**config.mk**
```make
export PLATFORM = sky130hd
export DESIGN_NAME = rooth_sig_dump
export DESIGN_NICKNAME = d
export VERILOG_FILES = /design/src/rtl/rooth_sig_dump.sv
export SDC_FILE = /design/constraint.sdc
export NUM_CORES = 1
export LEC_CHECK = 0
export BUFFER_PORTS_ARGS = -buffer_cell sky130_fd_sc_hd__buf_4
export CORE_MARGIN = 2
export CORE_UTILIZATION = 51
export CTS_BUF_LIST = sky130_fd_sc_hd__clkbuf_8
export DETAILED_ROUTE_END_ITERATION = 6
export GPL_ROUTABILITY_DRIVEN = 0
export PLACE_DENSITY = 0.79
export SLEW_MARGIN = 20
export SYNTH_ARGS = -nofsm -noshare
export SYNTH_HDL_FRONTEND = slang
export SYNTH_SLANG_ARGS = --single-unit
```
**constraint.sdc**
```tcl
create_clock -name clk -period 3.19 [get_ports clk]
set_input_delay 0.638 -clock clk [delete_from_list [all_inputs] [get_ports clk]]
set_output_delay 0.638 -clock clk [all_outputs]
set_load 0.05 [all_outputs]
```
**src/rtl/rooth_sig_dump.sv**
```systemverilog
// Compliance-run monitor: snoops data-memory writes for the signature bounds and the
// end flag, then reads the signature region back and streams it over valid/ready.
// Optional run-phase timeout is compiled in with `define RSD_TIMEOUT_EN.
module rooth_sig_dump #(
    parameter int          AW          = 32,
    parameter int          DW          = 32,
    parameter logic [AW-1:0] BEGIN_ADDR = 'h8,
    parameter logic [AW-1:0] END_ADDR   = 'hC,
    parameter logic [AW-1:0] FLAG_ADDR  = 'h10,
    parameter logic [DW-1:0] END_VALUE  = 'h1,
    parameter int unsigned TIMEOUT_CYC = 15000
) (
    input  logic          clk,
    input  logic          rst,
    input  logic          mem_we_i,
    input  logic [AW-1:0] mem_waddr_i,
    input  logic [DW-1:0] mem_wdata_i,
    output logic          rd_req_o,
    output logic [AW-1:0] rd_addr_o,
    input  logic [DW-1:0] rd_data_i,
    output logic          sig_vld_o,
    output logic [DW-1:0] sig_data_o,
    output logic          sig_last_o,
    input  logic          sig_rdy_i,
    output logic          busy_o,
    output logic          done_o,
    output logic          timeout_o,
    output logic [31:0]   cyc_cnt_o
);

    typedef enum logic [2:0] {
        S_RUN,
        S_CHECK,
        S_READ,
        S_WAIT,
        S_SEND,
        S_DONE
`ifdef RSD_TIMEOUT_EN
        , S_TOUT
`endif
    } state_t;

    state_t        state_q, state_d;
    logic [AW-1:0] begin_q, begin_d;
    logic [AW-1:0] end_q,   end_d;
    logic [AW-1:0] cur_q,   cur_d;
    logic [DW-1:0] data_q,  data_d;
    logic          vld_q,   vld_d;
    logic          last_q,  last_d;
    logic [31:0]   cnt_q,   cnt_d;

    logic [AW-1:0] wdata_addr;
    logic          snoop_en;
    logic          begin_hit;
    logic          end_hit;
    logic          flag_hit;
    logic [AW-1:0] begin_w;
    logic [AW-1:0] end_w;
    logic [AW:0]   cur_inc;
    logic          last_w;
    logic [1:0]    unused_addr_bits;

    // Signature bounds arrive as data words; fit them to the address width.
    if (DW >= AW) begin : g_wide
        assign wdata_addr = mem_wdata_i[AW-1:0];
    end else begin : g_narrow
        assign wdata_addr = {{(AW-DW){1'b0}}, mem_wdata_i};
    end

    assign unused_addr_bits = mem_waddr_i[1:0];

    assign snoop_en  = mem_we_i && (state_q == S_RUN);
    assign begin_hit = snoop_en && (mem_waddr_i[AW-1:2] == BEGIN_ADDR[AW-1:2]);
    assign end_hit   = snoop_en && (mem_waddr_i[AW-1:2] == END_ADDR[AW-1:2]);
    assign flag_hit  = snoop_en && (mem_waddr_i[AW-1:2] == FLAG_ADDR[AW-1:2])
                       && (mem_wdata_i == END_VALUE);

    assign begin_w = {begin_q[AW-1:2], 2'b00};
    assign end_w   = {end_q[AW-1:2], 2'b00};

    // The carry out of cur+4 means the region reaches the top of the address space.
    assign cur_inc = {1'b0, cur_q} + {{(AW-2){1'b0}}, 3'b100};
    assign last_w  = cur_inc[AW] || (cur_inc[AW-1:0] >= end_q);

    always_comb begin
        state_d = state_q;
        begin_d = begin_q;
        end_d   = end_q;
        cur_d   = cur_q;
        data_d  = data_q;
        vld_d   = vld_q;
        last_d  = last_q;
        cnt_d   = cnt_q;
        case (state_q)
            S_RUN: begin
                if (begin_hit) begin
                    begin_d = wdata_addr;
                end
                if (end_hit) begin
                    end_d = wdata_addr;
                end
                if (cnt_q != 32'hFFFF_FFFF) begin
                    cnt_d = cnt_q + 32'd1;
                end
                if (flag_hit) begin
                    state_d = S_CHECK;
                end
`ifdef RSD_TIMEOUT_EN
                else if (cnt_q >= 32'(TIMEOUT_CYC)) begin
                    state_d = S_TOUT;
                end
`endif
            end
            S_CHECK: begin
                begin_d = begin_w;
                end_d   = end_w;
                if (begin_w >= end_w) begin
                    state_d = S_DONE;
                end else begin
                    cur_d   = begin_w;
                    state_d = S_READ;
                end
            end
            S_READ: begin
                state_d = S_WAIT;
            end
            S_WAIT: begin
                data_d  = rd_data_i;
                vld_d   = 1'b1;
                last_d  = last_w;
                state_d = S_SEND;
            end
            S_SEND: begin
                if (sig_rdy_i) begin
                    vld_d   = 1'b0;
                    last_d  = 1'b0;
                    cur_d   = cur_inc[AW-1:0];
                    state_d = last_q ? S_DONE : S_READ;
                end
            end
            S_DONE: begin
                state_d = S_DONE;
            end
`ifdef RSD_TIMEOUT_EN
            S_TOUT: begin
                state_d = S_TOUT;
            end
`endif
            default: begin
                state_d = S_RUN;
            end
        endcase
    end

    always_ff @(posedge clk) begin
        if (rst) begin
            state_q <= S_RUN;
            begin_q <= '0;
            end_q   <= '0;
            cur_q   <= '0;
            data_q  <= '0;
            vld_q   <= 1'b0;
            last_q  <= 1'b0;
            cnt_q   <= '0;
        end else begin
            state_q <= state_d;
            begin_q <= begin_d;
            end_q   <= end_d;
            cur_q   <= cur_d;
            data_q  <= data_d;
            vld_q   <= vld_d;
            last_q  <= last_d;
            cnt_q   <= cnt_d;
        end
    end

    assign rd_req_o   = (state_q == S_READ);
    assign rd_addr_o  = (state_q == S_READ) ? cur_q : '0;
    assign sig_vld_o  = vld_q;
    assign sig_data_o = data_q;
    assign sig_last_o = last_q;
    assign busy_o     = (state_q == S_CHECK) || (state_q == S_READ) ||
                        (state_q == S_WAIT)  || (state_q == S_SEND);
    assign done_o     = (state_q == S_DONE);
    assign cyc_cnt_o  = cnt_q;
`ifdef RSD_TIMEOUT_EN
    assign timeout_o  = (state_q == S_TOUT);
`else
    assign timeout_o  = 1'b0;
`endif

endmodule

```
==> Yosys cells after proc, flatten, opt, wreduce, memory -nomap -nowiden <==
Index checks and enable logic that the tools add are counted.
{ "word_totals": {"register_bits": 163, "out_inout_bits": 102, "latch_bits": 0, "elab_cells": 64, "n_memories": 0, "inputBits": 100, "ramBits": 0, "mem_bits_ro": 0} }
{ "op_classes": {"n_mul": 0, "n_eq_ne": 14, "div_mod_pow": 0, "magnitude_cmp": 2, "n_reduce_logical": 20, "add_sub_neg": 2, "bitwise_logic": 1, "muxes": 16, "shifts": 0} }
{ "ops": {"columns": ["operator", "count"], "rows": [
  ["one-hot mux 32 bit (2 select lines)", 3],
  ["two-way mux 32 bit", 5],
  [">= comparator 32 bit", 2],
  ["== test 30 x 2 -> 1 bit, second input constant", 2],
  ["adder 32 x 3 -> 33 bit, second input constant", 1],
  ["adder 32 x 1 -> 32 bit, second input constant", 1],
  ["== test 32 x 1 -> 1 bit, second input constant", 1],
  ["inequality test 32 bit, second input constant", 1],
  ["== test 30 x 3 -> 1 bit, second input constant", 1],
  ["one-hot mux 3 bit (6 select lines)", 1],
  ["two-way mux 3 bit", 4],
  ["AND reduction 3 bit", 3],
  ["inequality test 2 bit, second input constant", 4],
  ["AND reduction 2 bit", 4],
  ["== test 3 x 2 -> 1 bit, second input constant", 2],
  ["== test 3 bit, second input constant", 2],
  ["nonzero test 2 bit", 3],
  ["logical AND 1 bit", 5],
  ["logical OR 1 bit", 4],
  ["one-hot mux 1 bit (2 select lines)", 2],
  ["== test 3 x 1 -> 1 bit, second input constant", 1],
  ["zero test 3 bit", 1],
  ["two-way mux 1 bit", 1],
  ["inverter 1 bit", 1]
]} }

==> Longest topological paths before layout <==
{ "logic_depth": {"ltp_word": 6, "mapped_depth": 15, "ltp_nobuf": 13} }

==> Least setup slack after synthesis <==
Ideal clock, no wire load.
{ "synth_path": {"path_type": "reg2out", "start": "reg state_q[1]", "end": "out rd_addr_o[10]", "arrival_ns": 2.330, "path_slack_ns": 0.222, "required_time_ns": 2.552, "stages_incl_launch_ff": 5, "n_path_buf": 2, "cell_sequence": "dfxtp_1 clkbuf_1 inv_1 clkbuf_1 nor4_1"} }
{ "synth_via": {"elab_chain_len": 2} }
{ "synth_lines": {"columns": ["item", "line_no", "source"], "rows": [
  ["start, declared", "43", "state_t state_q, state_d;"],
  ["start signal, assigned", "166", "state_q <= state_d;"],
  ["== test 3 x 2 -> 1 bit", "178", "assign rd_addr_o = (state_q == S_READ) ? cur_q : '0;"],
  ["two-way mux 32 bit", "178", null],
  ["end, declared", "19", "output logic [AW-1:0] rd_addr_o,"]
]} }
No other way between the ends.

==> Worst setup path in the final report <==
{ "layout_path": {"start": "reg cur_q[10]", "end": "reg last_q, in the netlist sig_last_o"} }
{ "layout_via": {"elab_chain_len": 4} }
{ "layout_lines": {"columns": ["item", "line_no", "source"], "rows": [
  ["start, declared", "46", "logic [AW-1:0] cur_q, cur_d;"],
  ["start signal, assigned", "169", "cur_q <= cur_d;"],
  ["adder 32 x 3 -> 33 bit *", "82", "assign cur_inc = {1'b0, cur_q} + {{(AW-2){1'b0}}, 3'b100};"],
  [">= comparator 32 bit", "83", "assign last_w = cur_inc[AW] || (cur_inc[AW-1:0] >= end_q);"],
  ["logical OR 1 bit *", "83", null],
  ["one-hot mux 1 bit (2 select lines) *", "94", "case (state_q)"],
  ["end signal, assigned", "172", "last_q <= last_d;"],
  ["end, declared", "49", "logic last_q, last_d;"]
]} }
Mark *: on every way between the ends. The rest lies on a longest branch, timed or not.
A chain may end at the register's enable or synchronous reset.

==> qor.csv <==
stage,metric,value,unit
yosys,ys_seq_elements,161,
power,leakage,4.42,nW
clock_network,clock-sinks,161,
timing,hold_violations,0,
worst_hold_path,hold_end,sig_data_o[4],
route,ant_nets,0,
route,drc,0,
clock_network,tritoncts,yes,
floorplan,start_util,0.522,
yosys,synthArstFlopShare,0,
setup_path,path_delay_family,simple AND/OR/NAND/NOR gates,
setup_path,crit_arrival,3.43,ns
setup_path,cpPeakStageDelay,0.41,ns
power,power-per-cell-area,328,nW/um^2
floorplan,chipHeight,137,um
timing,whs,0.412,ns
timing,slew-limit-headroom,0.473,
final_layout,final_net_count,1493,
timing,fmax,0.328,GHz
setup_path,crit_path_end_kind,flop,
worst_hold_path,min_path_cells,3,
timing,skew,0.0166,ns
floorplan,rows,48,
run,cap_violations,0,
timing,slew_viol_final,0,
timing,setup_viol,0,
power,irDropWorstVdd,0.241,mV
clock_network,insertion_delay,0.46,ns
setup_path,rr_worst_depth,13,
setup_path,ff2ff_setup_slack,0.14,ns
worst_hold_path,hp-class,in -> reg,
power,p_sw,0.000948,W
clock_network,htreeDepth,4,
yosys,synth_edf_count,0,
setup_path,r2r_end,sig_last_o,
placement,dp.cells,1533,
timing,min_period,3.05,ns
placement,hpwl,19.0,mm
yosys,syn_avg_cell_area,7.86,um^2
yosys,synth.distinct_cells,69,
final_layout,syn2layout_area_growth,24.2,%
setup_path,r2r_start,cur_q[10],
setup_path,crit_fanout,4,
worst_hold_path,min-delay-start,rd_data_i[4],
timing,setup_tns,0,ns
yosys,ys_seq_area_frac,0.356,
yosys,synth_cells,1153,
floorplan,die_x,137,um
setup_path,path_cells,buf_4 -> nand4_1 -> nor2_2 -> buf_4 -> nand3_1 -> xnor2_1 -> ha_1 -> nand4_1 -> or2_2 -> or3_4 -> a21oi_4 -> o41ai_2 -> a211oi_1,
global_route,overflow,0,
yosys,synth_compound_area_frac,0.139,
route,vias,8954,
placement,io_buffers,196,
power,total_power,0.00370,W
setup_path,cp.required,3.57,ns
route,viasPerCell,5.71,
clock_network,cts_buffers,17,
final_layout,diodes,0,
floorplan,io_pins,202,
global_route,grt_max_degree,75,
yosys,ys_warn_count,0,
yosys,ys.flop_type,dfxtp_1,
clock_network,cts_root_buffer,clkbuf_8,
global_route,track_usage,0.268,
yosys,synth_top_family_by_area,simple AND/OR/NAND/NOR gates,
yosys,synth-xor-area-share,0.0532,
clock_network,path_clk_slew,0.10,ns
yosys,synth_simple_gate_area_frac,0.278,
power,p_comb_frac,0.052,
setup_path,cpMaxStageDelayCell,or3_4,
yosys,synthMuxAreaShare,0.0284,
route,drt_wl_total,25.8,mm
timing,rsz0062_at_grt,no,
global_route,grt_pass1_vias,8056,
final_layout,final_util,0.649,
setup_path,cp_num_buf_inv,2,
final_layout,drive_gt1_frac,0.227,
yosys,synth_area,9060,um^2
clock_network,clockBufferDepth,2,
final_layout,instances_no_fill,1568,
status,status,completed,
route,wl_per_cell,16.4,um
power,p_sw_frac,0.257,
floorplan,coreArea,17400,um^2
route,drt_pass1_iterations,6,
power,pwr-share-seq,0.545,
setup_path,start_kind,flop,
setup_path,path_class,reg -> reg,
power,p_clk_frac,0.402,
floorplan,die_area,18900,um^2
power,internal_power,0.00275,W
yosys,synthAdderAreaFrac,0.0870,
timing,worst_pin_slew,0.790,ns
clock_network,holdBufCountCts,0,
route,drtIter0Drc,718,
global_route,grt_pass1_wl,40.1,mm
global_route,antenna_found_initial,0,
timing,period_share,0.957,
power by group through the flow:
stage	Sequential, W	Clock (W)	Combinational (W)
2_1_floorplan	0.00207	0	0.0000549
3_3_place_gp	0.00206	0	0.000190
3_5_place_dp	0.00206	0	0.000192
4_1_cts	0.00202	0.00151	0.000192
5_1_grt	0.00202	0.00162	0.000206
6_report	0.00202	0.00149	0.000193
layer usage:
| metal | routed length, um | track usage | vias to the layer above | part of all wire |
|---|---|---|---|---|
| met5 | 0 | 0 | - | 0 |
| met4 | 675 | 0.0939 | 0 | 0.026 |
| met3 | 1670 | 0.0578 | 55 | 0.065 |
| met2 | 12800 | 0.452 | 299 | 0.50 |
| met1 | 10600 | 0.337 | 4205 | 0.41 |
| li1 | - | - | 4395 | - |
stage by stage:
stage               setup slack (ns)  cell area (um^2)
floorplan                      0.222              9070
global placement               0.136             10800
detailed placement            0.0166             10800
CTS                           0.0196             11200
finish                         0.138             11300
global route                 0.00386             11300
sequential cells by signal (all words and copies together), names as in the netlist:
| signal | flops |
|---|---|
| sig_last_o | 1 |
| begin_q | 30 |
| sig_data_o | 32 |
| sig_vld_o | 1 |
| cyc_cnt_o | 32 |
| end_q | 32 |
| cur_q | 30 |
| state_q | 3 |
cell usage in the layout, fill, tap and decap left out, types with 10 or more instances in the layout:
cell type | netlist | final
o21ai_0 | 20 | 20
nand3_1 | 101 | 100
and2_1 | 24 | 24
mux2i_1 | 19 | 19
xnor2_1 | 33 | 33
and3_1 | 16 | 16
inv_1 | 47 | 47
dfxtp_1 | 161 | 154
nor4_1 | 30 | 29
a21oi_1 | 126 | 125
nand4_1 | 32 | 32
o211ai_1 | 10 | 10
ha_1 | 63 | 62
a21o_1 | 11 | 11
clkbuf_8 | 0 | 17
o31ai_1 | 11 | 11
nor2_1 | 73 | 72
nor3_1 | 15 | 13
nand2_1 | 172 | 171
buf_4 | 5 | 231
xor2_1 | 22 | 22
cells in the mapped netlist, types with 7 or more instances:
master    count  area [um^2]
nand2_1     172          646
dfxtp_1     161         3220
a21oi_1     126          631
nand3_1     101          505
nor2_1       73          274
ha_1         63          788
clkbuf_1     53          199
inv_1        47          176
xnor2_1      33          289
nand4_1      32          200
nor4_1       30          188
and2_1       24          150
xor2_1       22          193
o21ai_0      20          100
mux2i_1      19          190
and3_1       16          100
buf_2        15         75.1
nor3_1       15         75.1
a21o_1       11         82.6
o31ai_1      11         82.6
o211ai_1     10         75.1
and4_1        8         70.1
nand2b_1      7         43.8
nor2b_1       7         43.8
logic make-up (layout without fill, tap and decap cells):
group                    count (synthesis)  in the layout
XOR/XNOR                                55             55
adder cells (fa/ha/maj)                 63             63
AND/OR/NAND/NOR                        510            510
multiplexers                            25             25
flip-flops                             161            161
buffers and inverters                  126            314
other                                    1              3
AO/OA/AOI/OAI                          212            212
worst min-delay path, delay by kind of cell:
family | cells | cell delay (ns)
simple gates | 1 | 0.05
buf+inv | 1 | 0.11
compound gates | 1 | 0.05
area by class of cell:
cell class / instances / area, um^2
tap: 225 / 282
inverter: 48 / 180
fill: 1463 / 6100
clock buffer: 17 / 234
timing repair buffer: 234 / 1790
sequential: 161 / 3230
multi-input combinational: 868 / 5400
clock inverter: 15 / 148
worst max-delay path by stage:
stage	depth (start not counted)	slack (ns)	start	to
after floorplan	4	0.22	state_q[1]	rd_addr_o[10]
after global placement	13	0.14	cur_q[3]	sig_last_o
after detailed placement	12	0.02	cur_q[6]	sig_last_o
after CTS	12	0.02	cur_q[9]	sig_last_o
after global routing	13	0.004	cur_q[10]	sig_last_o
final	13	0.14	cur_q[10]	sig_last_o
what timing repair did:
| action | in CTS | in global routing |
|---|---|---|
| gates resized for setup | 2 | 18 |
| endpoints found under the setup margin | 1 | 1 |
| pin swaps | 0 | 7 |
| buffers inserted | 0 | 3 |
No activity file was read; power rests on OpenSTA's default activity.
